## config.mk

```make
export PLATFORM = sky130hd
export DESIGN_NAME = exe_muldiv_flat
export DESIGN_NICKNAME = d
export VERILOG_FILES = /design/src/rtl/exe_muldiv_if.sv /design/src/rtl/exe_muldiv.sv /design/src/flat_wrapper.sv
export SDC_FILE = /design/constraint.sdc
export NUM_CORES = 1
export LEC_CHECK = 0
export ABC_CLOCK_PERIOD_IN_PS = 9400
export BUFFER_PORTS_ARGS = -buffer_cell sky130_fd_sc_hd__buf_2
export CAP_MARGIN = 20
export CORE_MARGIN = 3
export CORE_UTILIZATION = 35
export CTS_CLUSTER_DIAMETER = 200
export DETAILED_ROUTE_END_ITERATION = 10
export MAX_ROUTING_LAYER = met4
export PLACE_DENSITY = 0.62
export RECOVER_POWER = 100
export SETUP_SLACK_MARGIN = 0.05
export SLEW_MARGIN = 5
export SYNTH_ARGS = -nofsm -noshare
export SYNTH_HDL_FRONTEND = slang
export SYNTH_SLANG_ARGS = --single-unit
```

## constraint.sdc

```tcl
create_clock -name clock -period 9.4 [get_ports clock]
set_clock_uncertainty 0.15 [all_clocks]
set_input_delay 2.35 -clock clock [delete_from_list [all_inputs] [get_ports clock]]
set_output_delay 2.35 -clock clock [all_outputs]
set_load 0.02 [all_outputs]
```

## src/rtl/exe_muldiv_if.sv

```systemverilog
// ---------------------------------------------------------------------------
// exe_muldiv_if
//   Bundles the control, operand and result signals of the EXE-stage
//   multiply/divide unit so the unit and whoever drives it share one port.
//
//   slave  (the unit itself):
//     in  start      request an operation this cycle
//     in  op[1:0]    00 MULT, 01 MULTU, 10 DIV, 11 DIVU
//     in  readData1  rs operand (multiplicand / dividend), also MTHI/MTLO data
//     in  readData2  rt operand (multiplier / divisor)
//     in  mthi       write readData1 into HI
//     in  mtlo       write readData1 into LO
//     out hiOut      HI register
//     out loOut      LO register
//     out busy       operation in flight, stalls IF/ID and ID/EXE
//     out done       one-cycle pulse after HI/LO were written
//     out divByZero  pulses with done when a divide had divisor 0
//   master (ID/EXE side / testbench): the mirror image.
// ---------------------------------------------------------------------------
interface exe_muldiv_if;

  logic        start;
  logic [1:0]  op;
  logic [31:0] readData1;
  logic [31:0] readData2;
  logic        mthi;
  logic        mtlo;
  logic [31:0] hiOut;
  logic [31:0] loOut;
  logic        busy;
  logic        done;
  logic        divByZero;

  modport slave (
    input  start, op, readData1, readData2, mthi, mtlo,
    output hiOut, loOut, busy, done, divByZero
  );

  modport master (
    output start, op, readData1, readData2, mthi, mtlo,
    input  hiOut, loOut, busy, done, divByZero
  );

endinterface

```

## src/rtl/exe_muldiv.sv

```systemverilog
// ---------------------------------------------------------------------------
// exe_muldiv
//   Iterative 32-bit multiply/divide unit for the EXE stage. MULT/MULTU use
//   a shift-add multiplier, DIV/DIVU a restoring divider, both working on
//   unsigned magnitudes with a sign fix-up at the end. One operation takes
//   33 cycles of busy (1 RUN entry, 32 iterations ending in FIX, 1 FIX).
//
//   Ports:
//     clock  in   single clock, all state changes on posedge
//     reset  in   synchronous active-high, clears all state
//     bus    slave modport of exe_muldiv_if (start/op/operands/mthi/mtlo in,
//                 hiOut/loOut/busy/done/divByZero out)
// ---------------------------------------------------------------------------
module exe_muldiv (
  input  logic          clock,
  input  logic          reset,
  exe_muldiv_if.slave   bus
);

  typedef enum logic [1:0] {
    IDLE = 2'd0,
    RUN  = 2'd1,
    FIX  = 2'd2
  } state_t;

  state_t      state;
  state_t      state_next;

  logic [1:0]  op_q;
  logic        sign_a;
  logic        sign_b;
  logic [31:0] mag_a;
  logic [31:0] mag_b;
  logic [31:0] orig_rs;
  logic [63:0] acc;
  logic [4:0]  cnt;
  logic [31:0] hi_q;
  logic [31:0] lo_q;
  logic        busy_q;
  logic        done_q;
  logic        dbz_q;

  // Operand preparation for a new request: signed ops (op[0]==0) take
  // magnitudes and remember the signs; unsigned ops keep the raw values
  // and never see a sign flag, so the fix-up needs no op check.
  logic        in_signed;
  logic        in_sign_a;
  logic        in_sign_b;
  logic [31:0] in_mag_a;
  logic [31:0] in_mag_b;

  always_comb begin
    in_signed = ~bus.op[0];
    in_sign_a = in_signed & bus.readData1[31];
    in_sign_b = in_signed & bus.readData2[31];
    in_mag_a  = in_sign_a ? (~bus.readData1 + 32'd1) : bus.readData1;
    in_mag_b  = in_sign_b ? (~bus.readData2 + 32'd1) : bus.readData2;
  end

  // One iteration of each algorithm. The accumulator is shared:
  //  multiply: acc[63:32] is the running partial product, acc[31:0] holds
  //            the multiplier and is shifted out LSB first while product
  //            bits shift in from the top.
  //  divide:   acc[63:32] is the partial remainder, acc[31:0] holds the
  //            dividend shifted out MSB first while quotient bits enter
  //            at the bottom.
  logic [32:0] mul_sum;
  logic [63:0] mul_next;
  logic [32:0] div_shift;
  logic [33:0] div_diff;
  logic [63:0] div_next;

  always_comb begin
    mul_sum   = {1'b0, acc[63:32]} + (acc[0] ? {1'b0, mag_a} : 33'd0);
    mul_next  = {mul_sum, acc[31:1]};
    div_shift = {acc[63:32], acc[31]};
    div_diff  = {1'b0, div_shift} - {2'b00, mag_b};
    // A negative trial difference restores the shifted remainder. That
    // remainder is below the divisor, so its top bit is always zero.
    if (div_diff[33]) begin
      div_next = {div_shift[31:0], acc[30:0], 1'b0};
    end else begin
      div_next = {div_diff[31:0], acc[30:0], 1'b1};
    end
  end

  // Sign fix-up and final HI/LO selection computed during FIX.
  logic        is_div;
  logic        div_zero;
  logic [63:0] product;
  logic [31:0] quo;
  logic [31:0] rem;
  logic [31:0] fix_hi;
  logic [31:0] fix_lo;

  always_comb begin
    is_div   = op_q[1];
    div_zero = (mag_b == 32'd0);
    product  = (sign_a ^ sign_b) ? (~acc + 64'd1) : acc;
    quo      = (sign_a ^ sign_b) ? (~acc[31:0] + 32'd1) : acc[31:0];
    rem      = sign_a ? (~acc[63:32] + 32'd1) : acc[63:32];
    fix_hi   = product[63:32];
    fix_lo   = product[31:0];
    if (is_div) begin
      if (div_zero) begin
        fix_hi = orig_rs;
        fix_lo = 32'hFFFF_FFFF;
      end else begin
        fix_hi = rem;
        fix_lo = quo;
      end
    end
  end

  // Next-state logic: IDLE waits for start, RUN counts 32 iterations,
  // FIX always returns to IDLE after one cycle.
  always_comb begin
    state_next = state;
    case (state)
      IDLE:    if (bus.start) state_next = RUN;
      RUN:     if (cnt == 5'd31) state_next = FIX;
      FIX:     state_next = IDLE;
      default: state_next = IDLE;
    endcase
  end

  // State register and datapath. busy is derived from the next state so it
  // is a plain flop output that rises on the edge that accepts start.
  // mthi/mtlo only act in IDLE; if they coincide with start the FIX write
  // later overwrites them.
  always_ff @(posedge clock) begin
    if (reset) begin
      state   <= IDLE;
      op_q    <= 2'b00;
      sign_a  <= 1'b0;
      sign_b  <= 1'b0;
      mag_a   <= 32'd0;
      mag_b   <= 32'd0;
      orig_rs <= 32'd0;
      acc     <= 64'd0;
      cnt     <= 5'd0;
      hi_q    <= 32'd0;
      lo_q    <= 32'd0;
      busy_q  <= 1'b0;
      done_q  <= 1'b0;
      dbz_q   <= 1'b0;
    end else begin
      state  <= state_next;
      busy_q <= (state_next != IDLE);
      done_q <= 1'b0;
      dbz_q  <= 1'b0;
      case (state)
        IDLE: begin
          if (bus.mthi) hi_q <= bus.readData1;
          if (bus.mtlo) lo_q <= bus.readData1;
          if (bus.start) begin
            op_q    <= bus.op;
            sign_a  <= in_sign_a;
            sign_b  <= in_sign_b;
            mag_a   <= in_mag_a;
            mag_b   <= in_mag_b;
            orig_rs <= bus.readData1;
            cnt     <= 5'd0;
            // Upper half cleared; lower half seeded with the operand that
            // gets shifted out (multiplier or dividend).
            acc     <= bus.op[1] ? {32'd0, in_mag_a} : {32'd0, in_mag_b};
          end
        end
        RUN: begin
          acc <= is_div ? div_next : mul_next;
          cnt <= cnt + 5'd1;
        end
        FIX: begin
          hi_q   <= fix_hi;
          lo_q   <= fix_lo;
          done_q <= 1'b1;
          dbz_q  <= is_div & div_zero;
        end
        default: ;
      endcase
    end
  end

  assign bus.hiOut     = hi_q;
  assign bus.loOut     = lo_q;
  assign bus.busy      = busy_q;
  assign bus.done      = done_q;
  assign bus.divByZero = dbz_q;

endmodule
```

## src/flat_wrapper.sv

```systemverilog
// flat-port wrapper written by rule: the top's interface ports become plain ports
module exe_muldiv_flat 
  (clock, reset, bus_start, bus_op, bus_readData1, bus_readData2, bus_mthi, bus_mtlo, bus_hiOut, bus_loOut, bus_busy, bus_done, bus_divByZero);
  exe_muldiv_if bus_i ();
  input  logic clock;
  input  logic reset;
  input wire logic [$bits(bus_i.start)-1:0] bus_start;
  input wire logic [$bits(bus_i.op)-1:0] bus_op;
  input wire logic [$bits(bus_i.readData1)-1:0] bus_readData1;
  input wire logic [$bits(bus_i.readData2)-1:0] bus_readData2;
  input wire logic [$bits(bus_i.mthi)-1:0] bus_mthi;
  input wire logic [$bits(bus_i.mtlo)-1:0] bus_mtlo;
  output wire logic [$bits(bus_i.hiOut)-1:0] bus_hiOut;
  output wire logic [$bits(bus_i.loOut)-1:0] bus_loOut;
  output wire logic [$bits(bus_i.busy)-1:0] bus_busy;
  output wire logic [$bits(bus_i.done)-1:0] bus_done;
  output wire logic [$bits(bus_i.divByZero)-1:0] bus_divByZero;
  assign bus_i.start = bus_start;
  assign bus_i.op = bus_op;
  assign bus_i.readData1 = bus_readData1;
  assign bus_i.readData2 = bus_readData2;
  assign bus_i.mthi = bus_mthi;
  assign bus_i.mtlo = bus_mtlo;
  assign bus_hiOut = bus_i.hiOut;
  assign bus_loOut = bus_i.loOut;
  assign bus_busy = bus_i.busy;
  assign bus_done = bus_i.done;
  assign bus_divByZero = bus_i.divByZero;
  exe_muldiv u_core (.clock(clock), .reset(reset), .bus(bus_i));
endmodule
```

### Word level (Yosys, flattened, before mapping)

Cells that the tools add are included.

| word-level totals | value |
|---|---|
| register bits after elaboration | 238 |
| output and inout bits | 67 |
| input bits | 71 |
| logic and storage cells | 74 |

| cells by class | value |
|---|---|
| mux-type cells | 25 |
| reductions and logical operators | 10 |
| bitwise logic cells | 11 |
| $add $sub $neg | 8 |
| eq/ne operators | 6 |

Operators by type and width:

| operator | number |
|---|---|
| two-way mux 32 bit | 12 |
| two-way mux 64 bit | 4 |
| adder 32 x 1 -> 32 bit, second input constant | 4 |
| inverter 32 bit | 4 |
| one-hot mux 32 bit (2 select lines) | 2 |
| one-hot mux 64 bit (2 select lines) | 1 |
| adder 64 x 1 -> 64 bit, second input constant | 1 |
| inverter 64 bit | 1 |
| subtractor 33 x 32 -> 34 bit | 1 |
| adder 32 x 33 -> 33 bit | 1 |
| logical NOT 32 bit | 1 |
| one-hot mux 5 bit (2 select lines) | 1 |
| AND reduction 2 bit | 4 |
| != test 2 bit, second input constant | 3 |
| nonzero test 2 bit | 3 |
| adder 5 x 1 -> 5 bit, second input constant | 1 |
| equality test 5 bit, second input constant | 1 |
| two-way mux 5 bit | 1 |
| two-way mux 2 bit | 2 |
| one-hot mux 2 bit (2 select lines) | 1 |
| bitwise AND 1 bit | 3 |
| equality test 2 x 1 -> 1 bit, second input constant | 1 |
| equality test 2 bit, second input constant | 1 |
| logical NOT 2 bit | 1 |
| 4 further kinds | 5 |

### Longest topological paths before layout

Gate-level depths: netlist of the first run.

| depth | value |
|---|---|
| depth after elaboration | 6 |
| depth in mapped cells | 15 |
| mapped depth without buffers | 13 |

### Worst setup path before layout of the first run

OpenSTA, ideal clock, no wires.

| timing path | value |
|---|---|
| kind | input to register |
| start point | input bus_readData2[1] |
| end point | register u_core.acc[24] |
| arrival | 4,590 ps |
| slack | 4,543 ps |
| cell stages on the path | 11 |
| data required time | 9,133 ps |
| buffers on the path | 0 |
| setup time | 117 ps |
| cell sequence | inv_1 > ha_1 > or4b_2 > o31ai_2 > o211ai_1 > a21oi_1 > xor2_1 > nor2_1 > nor2_1 > o21ai_0 > a32o_1 |

| between the ends | value |
|---|---|
| word-level cells in the longest chain between the ends | 6 |

RTL lines:

| what | RTL line | source |
|---|---|---|
| from (decl) | flat_wrapper.sv:10 | `input wire logic [$bits(bus_i.readData2)-1:0] bus_readData2;` |
| inverter 32 bit | exe_muldiv.sv:57 | `in_mag_b = in_sign_b ? (~bus.readData2 + 32'd1) : bus.readData2;` |
| adder 32 x 1 -> 32 bit | exe_muldiv.sv:57 |  |
| two-way mux 32 bit | exe_muldiv.sv:57 |  |
| two-way mux 32 bit | exe_muldiv.sv:166 | `acc <= bus.op[1] ? {32'd0, in_mag_a} : {32'd0, in_mag_b};` |
| two-way mux 64 bit | exe_muldiv.sv:156 | `if (bus.start) begin` |
| one-hot mux 64 bit (2 select lines) | exe_muldiv.sv:152 | `case (state)` |
| to (signal assigned) | exe_muldiv.sv:166 |  |
| to (signal assigned) | exe_muldiv.sv:170 | `acc <= is_div ? div_next : mul_next;` |
| to (decl) | exe_muldiv.sv:35 | `logic [63:0] acc;` |

No other way between the ends. The select of a mux whose other input is x is not followed.
A chain may end at the register's enable or synchronous reset.

==> out/metrics.cfg, run 1 <==
[outcome]
status=finished, violations left
violations=capacitance limit, slew limit

[sta]
finalSetupTns_ns=0
worst_slew_pin_slew_ns=4.042
hold_ws_ns=0.3043
fin_crit_sh_pct=73.34
rsz0062_at_grt=false
timing.final.hold_violations=0
slew_viol_final=393
relSlewSlack_pct=-169.5
max_freq_mhz=145.1
setup_viol=0
min_period_ns=6.894
worst_slack_ns=2.506

[floorplan]
fp.dieW_um=230.0
start_util_pct=35.65
die_area_um2=52890
fp.coreArea_um2=49250
fp-row-count=81
die_height_um=230.0
io_pins=138

[cells_and_area]
multi_input_area_um2=11890
drive_above_1_share_pct=7.371
final_nets=2536
seq_area_um2=4728
layout_commonest_cell=nor2_1
final_cell_mix=nor2_1, nand2_1, a21oi_1
area_growth_pct=10.71
num-fill-cells=5295
post-route-util_pct=39.47

[synthesis]
ys_seq_area_share_pct=26.91
synth_fp_nets=2528
netlist_instances=2385
syn_area_per_cell_um2=7.362
netlist-cell-type-count=84
async_reset_ff_share_pct=0
ys_ff_latch=236
ys.flop_type=dfxtp_1
synth.area.top_cells=dfxtp_1, a21oi_1, nor2_1
synth_edf_count=0
synth_area_leader_cell=dfxtp_1
syn_area_um2=17560
synth_top_area_share_pct=26.91
ys_warn_count=0

[power]
seqPwrFrac_pct=37.3
clkPwrFrac_pct=36.1
ir_worst_vdd_uv=109.9
leakagePower_nw=7.556
comb_power_share_pct=26.6
internal_power_mw=2.031
p_per_area_nw_per_um2=161.7
switchingPower_mw=1.114
p_sw_share_pct=35.42
power_mw=3.144

[worst_setup_path]
critPathMaxStageDelay_ns=2.34
crit_arrival_ns=7.18
r2r-start=u_core.state[0]$_SDFF_PP0_
cp-start-kind=primary input
critPathRequiredTime_ns=9.69
crit_path_top_delay_cell=clkbuf_1
path_cells=buf_6 > clkbuf_1 > nor2_1 > nand2_1 > nor3_1 > a21oi_1 > o211ai_1
crit_end=u_core.acc[56]$_SDFFE_PP0P_
crit_start=reset
ff2ff_setup_slack_ns=3.94
criticalPathCategory=in -> reg
endpoint_kind=register
crit_fanout=72
reg2reg_to=u_core.sign_b$_SDFFE_PP0P_
r2r_cells=6

[detailed_routing]
postRouteAntennaNets=0
via_per_inst=5.986
wl_mm=70.94
drc=0
num_vias=18440
wl_per_cell_um=23.03
dr.pass1.iters=8
drtIter0Drc=1716

[clocking]
numCtsBuffers=28
ctsResizeCount=0
tritoncts=yes
cts_num_sinks=236
cts-root-buf=clkbuf_16
h-tree-depth=1
clockBufferDepth=3
cts_hold_buf=0
path_clk_slew_ns=0.06
postCtsSetupRepairBufs=0
clk_latency_ns=0.58

[global_route]
grt_first_pass_wirelength_mm=105.5
antenna_found_initial=1
overflow=0
grt_max_degree=95
grt_pass1_vias=17170
track_usage_pct=26.12

[placement]
port_buffers=137
post-place-ws_ns=4.036
gp_routability_congestion=0.9623
post-dp-hpwl_mm=53.09

[run]
maxCapViolCount=8

[hold_path]
min_path_type=reg -> reg

-- logic make-up after synthesis --
group / after synthesis / share of synthesized area [%]
compound gates: 779 / 28.47
mux: 65 / 3.705
flops: 236 / 26.91
buf+inv: 253 / 5.537
fa+ha+maj: 72 / 5.216
simple gates: 807 / 21.54
xor+xnor: 173 / 8.629
-- through the flow --
stage	cell area [um^2]	cells
6_report	19440	3080
2_1_floorplan	17560	2385
4_1_cts	19560	3079
3_5_place_dp	18600	3027
3_3_place_gp	18600	3027
5_1_grt	19440	3080
-- how the worst min path moves through the flow --
stage / slack (ns) / end / start / cells past startpoint
after floorplan: 0.28 / u_core.mag_a[31]$_SDFFE_PP0P_ / u_core.mag_a[31]$_SDFFE_PP0P_ / 2
after global placement: 0.29 / u_core.bus.hiOut[6]$_SDFFE_PP0P_ / u_core.bus.hiOut[6]$_SDFFE_PP0P_ / 1
after detailed placement: 0.29 / u_core.bus.hiOut[6]$_SDFFE_PP0P_ / u_core.bus.hiOut[6]$_SDFFE_PP0P_ / 1
after CTS: 0.30 / u_core.orig_rs[22]$_SDFFE_PP0P_ / u_core.orig_rs[22]$_SDFFE_PP0P_ / 2
after global routing: 0.33 / u_core.orig_rs[4]$_SDFFE_PP0P_ / u_core.orig_rs[4]$_SDFFE_PP0P_ / 2
final: 0.30 / u_core.orig_rs[19]$_SDFFE_PP0P_ / u_core.orig_rs[19]$_SDFFE_PP0P_ / 2
-- cell type report --
class	instances	area share, %
antenna	1	0.01287
clock buffer	40	4.248
clock inverter	12	0.6758
inverter	70	1.352
multi-input combinational	1896	61.18
sequential	236	24.32
tap	664	4.274
timing repair buffer	161	3.939
-- synth_stat cells (16+ instances only) --
cell      instances
a211oi_1         93
a21o_1           26
a21oi_1         241
a31oi_1          21
and2_1           40
clkbuf_1        168
dfxtp_1         236
ha_1             70
inv_1            69
mux2i_1          65
nand2_1         252
nand2b_1         16
nand3_1          25
nand4_1          17
nor2_1          265
nor2b_1          18
nor3_1           48
nor4_1           24
o211ai_1         41
o21a_1           21
o21ai_0         153
o221ai_1         34
o31ai_1          28
or3_1            23
xnor2_1          89
xor2_1           84
-- sequential cells by signal, summed over array words and instances, names as in the netlist --
signal and count:
u_core.acc 64, u_core.bus.busy 1, u_core.bus.divByZero 1, u_core.bus.done 1, u_core.bus.hiOut 32, u_core.bus.loOut 32, u_core.cnt 5, u_core.mag_a 31
u_core.mag_b 32, u_core.op_q 1, u_core.orig_rs 32, u_core.sign_a 1, u_core.sign_b 1, u_core.state 2
-- routing by layer --
metal | vias to the layer above | global-route usage, % | wire, um
met1 | 8854 | 33.23 | 29820
li1 | 8633 | - | -
met2 | 777 | 42.28 | 33000
met3 | 173 | 3.283 | 4964
met4 | 0 | 10.13 | 3151
met5 | - | - | 0
-- worst max-delay path, delay by kind of cell --
family          cells  cell delay [ns]
simple gates        3             1.67
buf+inv             2             2.76
compound gates      2             0.27
-- power groups by stage --
stage                     sequential, mW  clock (mW)  combinational, mW
after CTS                           1.17        1.14              0.824
after global placement              1.19           0              0.809
after detailed placement            1.19           0              0.819
after floorplan                     1.16           0              0.578
after global routing                1.18        1.19              0.908
final                               1.17        1.14              0.836
Note: power is estimated with default switching activity, not from simulation.
==> run 2: changes to the inputs <==
--- a/config.mk
+++ b/config.mk
@@ -5,7 +5,8 @@
 export SDC_FILE = /design/constraint.sdc
 export NUM_CORES = 1
 export LEC_CHECK = 0
-export ABC_CLOCK_PERIOD_IN_PS = 9400
+export ABC_AREA = 1
+export ABC_CLOCK_PERIOD_IN_PS = 6060
 export BUFFER_PORTS_ARGS = -buffer_cell sky130_fd_sc_hd__buf_2
 export CAP_MARGIN = 20
 export CORE_MARGIN = 3
@@ -13,7 +14,7 @@
 export CTS_CLUSTER_DIAMETER = 200
 export DETAILED_ROUTE_END_ITERATION = 10
 export MAX_ROUTING_LAYER = met4
-export PLACE_DENSITY = 0.62
+export PLACE_DENSITY = 0.64
 export RECOVER_POWER = 100
 export SETUP_SLACK_MARGIN = 0.05
 export SLEW_MARGIN = 5
==> constraint.sdc (replaced) <==
create_clock -name clock -period 6.06 [get_ports clock]
set_clock_uncertainty 0.15 [all_clocks]
set_input_delay 1.515 -clock clock [delete_from_list [all_inputs] [get_ports clock]]
set_output_delay 1.515 -clock clock [all_outputs]
set_load 0.02 [all_outputs]
==> out/metrics.cfg, run 2 <==
[synthesis]
synthTopCellsByCount=nand2_1, inv_1, nor2_1
synth_edf_count=0  ; unchanged
ys_ff_latch=236  ; unchanged
syn_area_per_cell_um2=5.691  ; -23%
ys.flop_type=dfxtp_1
async_reset_ff_share_pct=0  ; unchanged
synth.area.top_cells=dfxtp_1, nand2_1, inv_1
netlist_instances=3632  ; +52%
synth_area_leader_cell=dfxtp_1
synthMostInstantiatedCell=nand2_1
synth_top_area_share_pct=22.86  ; -4.1 points
netlist-cell-type-count=53  ; -37%
ys_seq_area_share_pct=22.86  ; -4.1 points
syn_area_um2=20670  ; +18%
ys_warn_count=0  ; unchanged
synth_fp_nets=3775  ; +49%

[cells_and_area]
largest_register_ffs=64  ; unchanged
final_cell_area_um2=22710  ; +17%
final_cell_mix=nand2_1, inv_1, nor2_1
num-fill-cells=6538  ; +23%
drive_above_1_share_pct=5.637  ; -1.7 points
layout_commonest_cell=nand2_1
area_growth_pct=9.860
regMostFlops=u_core.acc
final_cells=4457  ; +45%
final_nets=3812  ; +50%
seq_area_um2=4726  ; about the same
multi_input_area_um2=13460  ; +13%

[hold_path]
hold_path_depth=2  ; unchanged
min_path_type=reg -> reg
min_from=u_core.orig_rs[30]$_SDFFE_PP0P_
min_to=u_core.orig_rs[30]$_SDFFE_PP0P_

[floorplan]
die_height_um=249.0  ; +8.3%
fp.dieW_um=249.0  ; +8.3%
fp.coreArea_um2=58030  ; +18%
io_pins=138  ; unchanged
fp-row-count=88  ; +8.6%
die_area_um2=62010  ; +17%
start_util_pct=35.62  ; about the same

[detailed_routing]
drtIter0Drc=3188  ; +86%
wl_per_cell_um=21.12  ; -8.3%
postRouteAntennaNets=0  ; unchanged
via_per_inst=5.529  ; -7.6%
num_vias=24640  ; +34%
drc=0  ; unchanged
wl_mm=94.15  ; +33%
dr.pass1.iters=6  ; -2

[clocking]
cts_hold_buf=0  ; unchanged
h-tree-depth=1  ; unchanged
clockBufferDepth=3  ; unchanged
cts-root-buf=clkbuf_16
numCtsBuffers=28  ; unchanged
postCtsSetupRepairBufs=0  ; unchanged
ctsResizeCount=0  ; unchanged
cts_num_sinks=236  ; unchanged
tritoncts=yes
path_clk_slew_ns=0.06  ; about the same
clk_latency_ns=0.58  ; about the same

[worst_setup_path]
cp-start-kind=primary input
endpoint_kind=register
r2r-start=u_core.sign_a$_SDFFE_PP0P_
ff2ff_setup_slack_ns=1.52  ; -2.42 ns
crit_fanout=75  ; +4.2%
reg2reg_to=u_core.bus.hiOut[1]$_SDFFE_PP0P_
r2r_cells=10  ; +4
crit_arrival_ns=5.00  ; -2.18 ns
criticalPathCategory=in -> reg
critPathRequiredTime_ns=6.38  ; -3.31 ns

[power]
seqPwrFrac_pct=33.3  ; -4.0 points
p_sw_share_pct=41.04  ; +5.6 points
comb_power_share_pct=34.4  ; +7.8 points
clkPwrFrac_pct=32.3  ; -3.8 points
p_per_area_nw_per_um2=244.9  ; +51%
ir_worst_vdd_uv=220.3  ; +100%
internal_power_mw=3.279  ; +61%
switchingPower_mw=2.282  ; +100%
leakagePower_nw=11.10  ; +47%

[sta]
rsz0062_at_grt=false
finalSetupTns_ns=0  ; unchanged
min_period_ns=4.683
timing.final.hold_violations=0  ; unchanged
setup_viol=0  ; unchanged
worst_slack_ns=1.377  ; -1.129 ns
relSlewSlack_pct=-147.0  ; +23 points
fin_crit_sh_pct=77.27
worst_slew_pin_slew_ns=3.704  ; -0.3379 ns
slew_viol_final=307  ; -22%
max_freq_mhz=213.6

[outcome]
violations=capacitance limit, slew limit
status=finished, violations left

[global_route]
track_usage_pct=29.68  ; +3.6 points
grt_first_pass_wirelength_mm=138.5  ; +31%
overflow=0  ; unchanged
grt_pass1_vias=21850  ; +27%
antenna_found_initial=2  ; +1
grt_max_degree=108  ; +14%

[placement]
dp_cells=4404  ; +45%
port_buffers=137  ; unchanged
post-dp-hpwl_mm=73.70  ; +39%
post-place-ws_ns=1.884  ; -2.152 ns
gp_routability_congestion=1.069  ; +11%
dpl_cell_area_um2=21900  ; +18%

[run]
maxCapViolCount=4  ; -4

-- run 2: changes by cell type after synthesis, moves of 34 or more --
cell,previous run,this run
nand2_1,252,998
inv_1,69,474
nand3_1,25,328
nor2_1,265,413
o21ai_0,153,282
a211oi_1,93,1
xnor2_1,89,22
mux2i_1,65,0
clkbuf_1,168,107
a21oi_1,241,290
o221ai_1,34,0
-- run 2: power by group through the flow --
stage                     Combinational [mW]  Clock [mW]  Sequential [mW]
final                                   1.91        1.79             1.85
after global routing                    2.10        1.86             1.85
after CTS                               1.88        1.79             1.84
after detailed placement                1.87           0             1.87
after global placement                  1.87           0             1.87
after floorplan                         1.27           0             1.83
-- run 2: kinds of logic after synthesis --
group / Yosys count / synth area share [%]
simple gates: 1902 / 38.84
flops: 236 / 22.86
compound gates: 682 / 17.70
buf+inv: 643 / 12.06
fa+ha+maj: 72 / 4.431
xor+xnor: 97 / 4.110
-- run 2: stage by stage --
step / hold slack (ns) / utilization (%) / total power, mW
after floorplan: 0.2737 / - / 3.107
after global placement: 0.2941 / 37.69 / 3.741
after detailed placement: 0.2968 / 37.74 / 3.742
after CTS: 0.3062 / 39.39 / 5.514
after global routing: 0.3448 / 39.14 / 5.812
final: 0.3041 / 39.14 / 5.561
-- run 2: worst max-delay path by stage --
| stage | to | slack, ns | start | cells past startpoint |
|---|---|---|---|---|
| 2_1_floorplan | u_core.acc[20]$_SDFFE_PP0P_ | 2.95 | bus_readData1[1] | 12 |
| 6_report | u_core.sign_b$_SDFFE_PP0P_ | 1.38 | bus_start | 5 |
| 4_1_cts | u_core.orig_rs[31]$_SDFFE_PP0P_ | 2.45 | reset | 5 |
| 3_5_place_dp | u_core.orig_rs[31]$_SDFFE_PP0P_ | 1.88 | reset | 5 |
| 5_1_grt | u_core.sign_b$_SDFFE_PP0P_ | 1.16 | bus_start | 5 |
| 3_3_place_gp | u_core.orig_rs[31]$_SDFFE_PP0P_ | 1.75 | reset | 5 |
-- run 2: per-layer routing --
layer | track usage, % | up-vias | routed length (um)
li1 | - | 11770 | -
met1 | 41.12 | 11270 | 40220
met2 | 42.23 | 1360 | 38630
met3 | 4.980 | 246 | 10320
met4 | 13.00 | 0 | 4974
met5 | - | - | 0
-- run 2: layout make-up --
type / count / area share (%)
tap: 765 / 4.215
multi-input combinational: 2753 / 59.29
antenna: 2 / 0.02204
sequential: 236 / 20.81
clock buffer: 41 / 3.702
clock inverter: 10 / 0.5069
timing repair buffer: 160 / 3.328
inverter: 490 / 8.127
-- run 2: worst max-delay path, cell delays in order --
cell and delay (ns):
buf_2 0.14, nand3_1 0.12, clkbuf_1 2.23, o21ai_0 0.68, a21oi_1 0.27
==> run 3: changes to the inputs <==
--- a/config.mk
+++ b/config.mk
@@ -5,8 +5,8 @@
 export SDC_FILE = /design/constraint.sdc
 export NUM_CORES = 1
 export LEC_CHECK = 0
-export ABC_AREA = 1
-export ABC_CLOCK_PERIOD_IN_PS = 6060
+export ABC_AREA = 0
+export ABC_CLOCK_PERIOD_IN_PS = 4300
 export BUFFER_PORTS_ARGS = -buffer_cell sky130_fd_sc_hd__buf_2
 export CAP_MARGIN = 20
 export CORE_MARGIN = 3
==> constraint.sdc (replaced) <==
create_clock -name clock -period 4.3 [get_ports clock]
set_clock_uncertainty 0.15 [all_clocks]
set_input_delay 1.075 -clock clock [delete_from_list [all_inputs] [get_ports clock]]
set_output_delay 1.075 -clock clock [all_outputs]
set_load 0.02 [all_outputs]
==> out/metrics.cfg, run 3 (same netlist as run 1, synthesis figures left out) <==
[run]
maxCapViolCount=3  ; -1

[placement]
post-dp-hpwl_mm=55.73  ; -24%
gp_routability_congestion=0.9885  ; -7.5%
port_buffers=137  ; unchanged

[worst_setup_path]
ff2ff_setup_slack_ns=0.31  ; -1.21 ns
critPathMaxStageDelay_ns=1.19  ; -1.04 ns
cp-start-kind=register
endpoint_kind=register
crit_arrival_ns=4.27  ; -0.73 ns
critPathRequiredTime_ns=4.58  ; -1.80 ns
crit_fanout=82  ; +9.3%
crit_path_top_delay_cell=clkbuf_1
criticalPathCategory=reg -> reg
path_cells=nor2b_1 > clkbuf_1 > nor2_4 > clkbuf_4 > nand2_1 > a21oi_1

[global_route]
grt_max_degree=83  ; -23%
overflow=0  ; unchanged
grt_pass1_vias=17560  ; -20%
track_usage_pct=27.16  ; -2.5 points
antenna_found_initial=1  ; -1
grt_first_pass_wirelength_mm=108.9  ; -21%

[outcome]
status=finished, violations left
violations=capacitance limit, slew limit

[cells_and_area]
seq_area_um2=4728  ; about the same
final_cell_mix=nor2_1, nand2_1, a21oi_1
layout_commonest_cell=nor2_1
drive_above_1_share_pct=8.614  ; +3.0 points
final_nets=2583  ; -32%
num-fill-cells=5255  ; -20%
regMostFlops=u_core.acc
area_growth_pct=13.45
post-route-util_pct=40.45  ; +1.3 points
largest_register_ffs=64  ; unchanged
multi_input_area_um2=11870  ; -12%

[clocking]
path_clk_slew_ns=0.06  ; about the same
cts-root-buf=clkbuf_16
ctsResizeCount=0  ; unchanged
h-tree-depth=1  ; unchanged
tritoncts=yes
clockBufferDepth=3  ; unchanged
cts_num_sinks=236  ; unchanged
clk_latency_ns=0.59  ; about the same
cts_hold_buf=0  ; unchanged
numCtsBuffers=28  ; unchanged
postCtsSetupRepairBufs=0  ; unchanged

[floorplan]
fp.coreArea_um2=49250  ; -15%
io_pins=138  ; unchanged
die_height_um=230.0  ; -7.6%
fp-row-count=81  ; -8.0%
die_area_um2=52890  ; -15%
fp.dieW_um=230.0  ; -7.6%
start_util_pct=35.65  ; about the same

[power]
leakagePower_nw=7.833  ; -29%
ir_worst_vdd_uv=342.0  ; +55%
p_per_area_nw_per_um2=368.3  ; +50%

[detailed_routing]
wl_per_cell_um=23.50  ; +11%
via_per_inst=6.044  ; +9.3%
drtIter0Drc=2029  ; -36%
drc=0  ; unchanged
num_vias=18890  ; -23%
postRouteAntennaNets=0  ; unchanged
dr.pass1.iters=6  ; unchanged
wl_mm=73.46  ; -22%

[sta]
max_freq_mhz=250.6
rsz0062_at_grt=false
worst_slew_pin_slew_ns=1.658  ; -2.047 ns
finalSetupTns_ns=0  ; unchanged
min_period_ns=3.991
timing.final.hold_violations=0  ; unchanged
slew_viol_final=92  ; -70%
fin_crit_sh_pct=92.81
setup_viol=0  ; unchanged
relSlewSlack_pct=-10.52  ; +140 points

[hold_path]
min_path_type=reg -> reg

[run 3: changes by cell type in the layout (fill, tap and decap cells not counted), sizes merged, moves of 26 or more]
cell / previous run / this run
buf: 87 / 127
a211oi: 1 / 93
o21ai: 303 / 157
nand3: 333 / 25
mux2i: 0 / 65
nor2: 437 / 266
and2: 8 / 41
a21oi: 293 / 241
nand2: 1011 / 252
o221ai: 0 / 34
o31ai: 4 / 30
inv: 488 / 70
xnor2: 22 / 89
nand4: 44 / 18
[run 3: cell type report]
class | instances | share of cell area, %
inverters | 70 | 1.319
clock buffers | 36 | 3.969
diodes | 1 | 0.01256
flip-flops and latches | 236 | 23.73
repair buffers | 208 | 5.583
clock inverters | 15 | 1.620
multi-input cells | 1896 | 59.59
well taps | 664 | 4.170
[run 3: report_power, final]
part / internal [mW] / switching (mW)
clock: 1.84 / 1.05
sequential: 2.35 / 0.200
combinational: 0.657 / 1.25
[run 3: worst max-delay path: cells and delay by family, from the launching register on]
| kind | cells | cell delay (ns) |
|---|---|---|
| buf+inv | 2 | 1.85 |
| flops | 1 | 0.86 |
| simple gates | 3 | 0.80 |
| compound gates | 1 | 0.10 |
[run 3: routing by layer]
layer / share of wire [%] / global-route usage [%] / vias to the layer above
li1: - / - / 8743
met1: 42 / 35.41 / 9075
met2: 45 / 42.52 / 909
met3: 8.6 / 3.989 / 167
met4: 4.6 / 10.50 / 0
met5: 0 / - / -
[run 3: metrics by stage]
stage / setup slack, ns / hold WS (ns) / instance area, um^2 / std cells / total power, mW
finish: 0.3092 / 0.3049 / 19920 / 3126 / 7.337
global route: 0.1363 / 0.3193 / 19920 / 3125 / 7.600
CTS: 0.5731 / 0.3060 / 20090 / 3125 / 7.322
detailed placement: 0.2976 / 0.2924 / 18980 / 3074 / 4.458
global placement: 0.2883 / 0.2842 / 18980 / 3074 / 4.438
floorplan: 0.7180 / 0.2817 / 17560 / 2385 / 3.792
[run 3: path summary, 6_finish.rpt]
check                                      to  cells after the start                              from
max           u_core.orig_rs[24]$_SDFFE_PP0P_                      6        u_core.state[0]$_SDFF_PP0_
min          u_core.bus.loOut[7]$_SDFFE_PP0P_                      2  u_core.bus.loOut[7]$_SDFFE_PP0P_
max reg2reg   u_core.orig_rs[24]$_SDFFE_PP0P_                      6        u_core.state[0]$_SDFF_PP0_
min reg2reg  u_core.bus.loOut[7]$_SDFFE_PP0P_                      2  u_core.bus.loOut[7]$_SDFFE_PP0P_
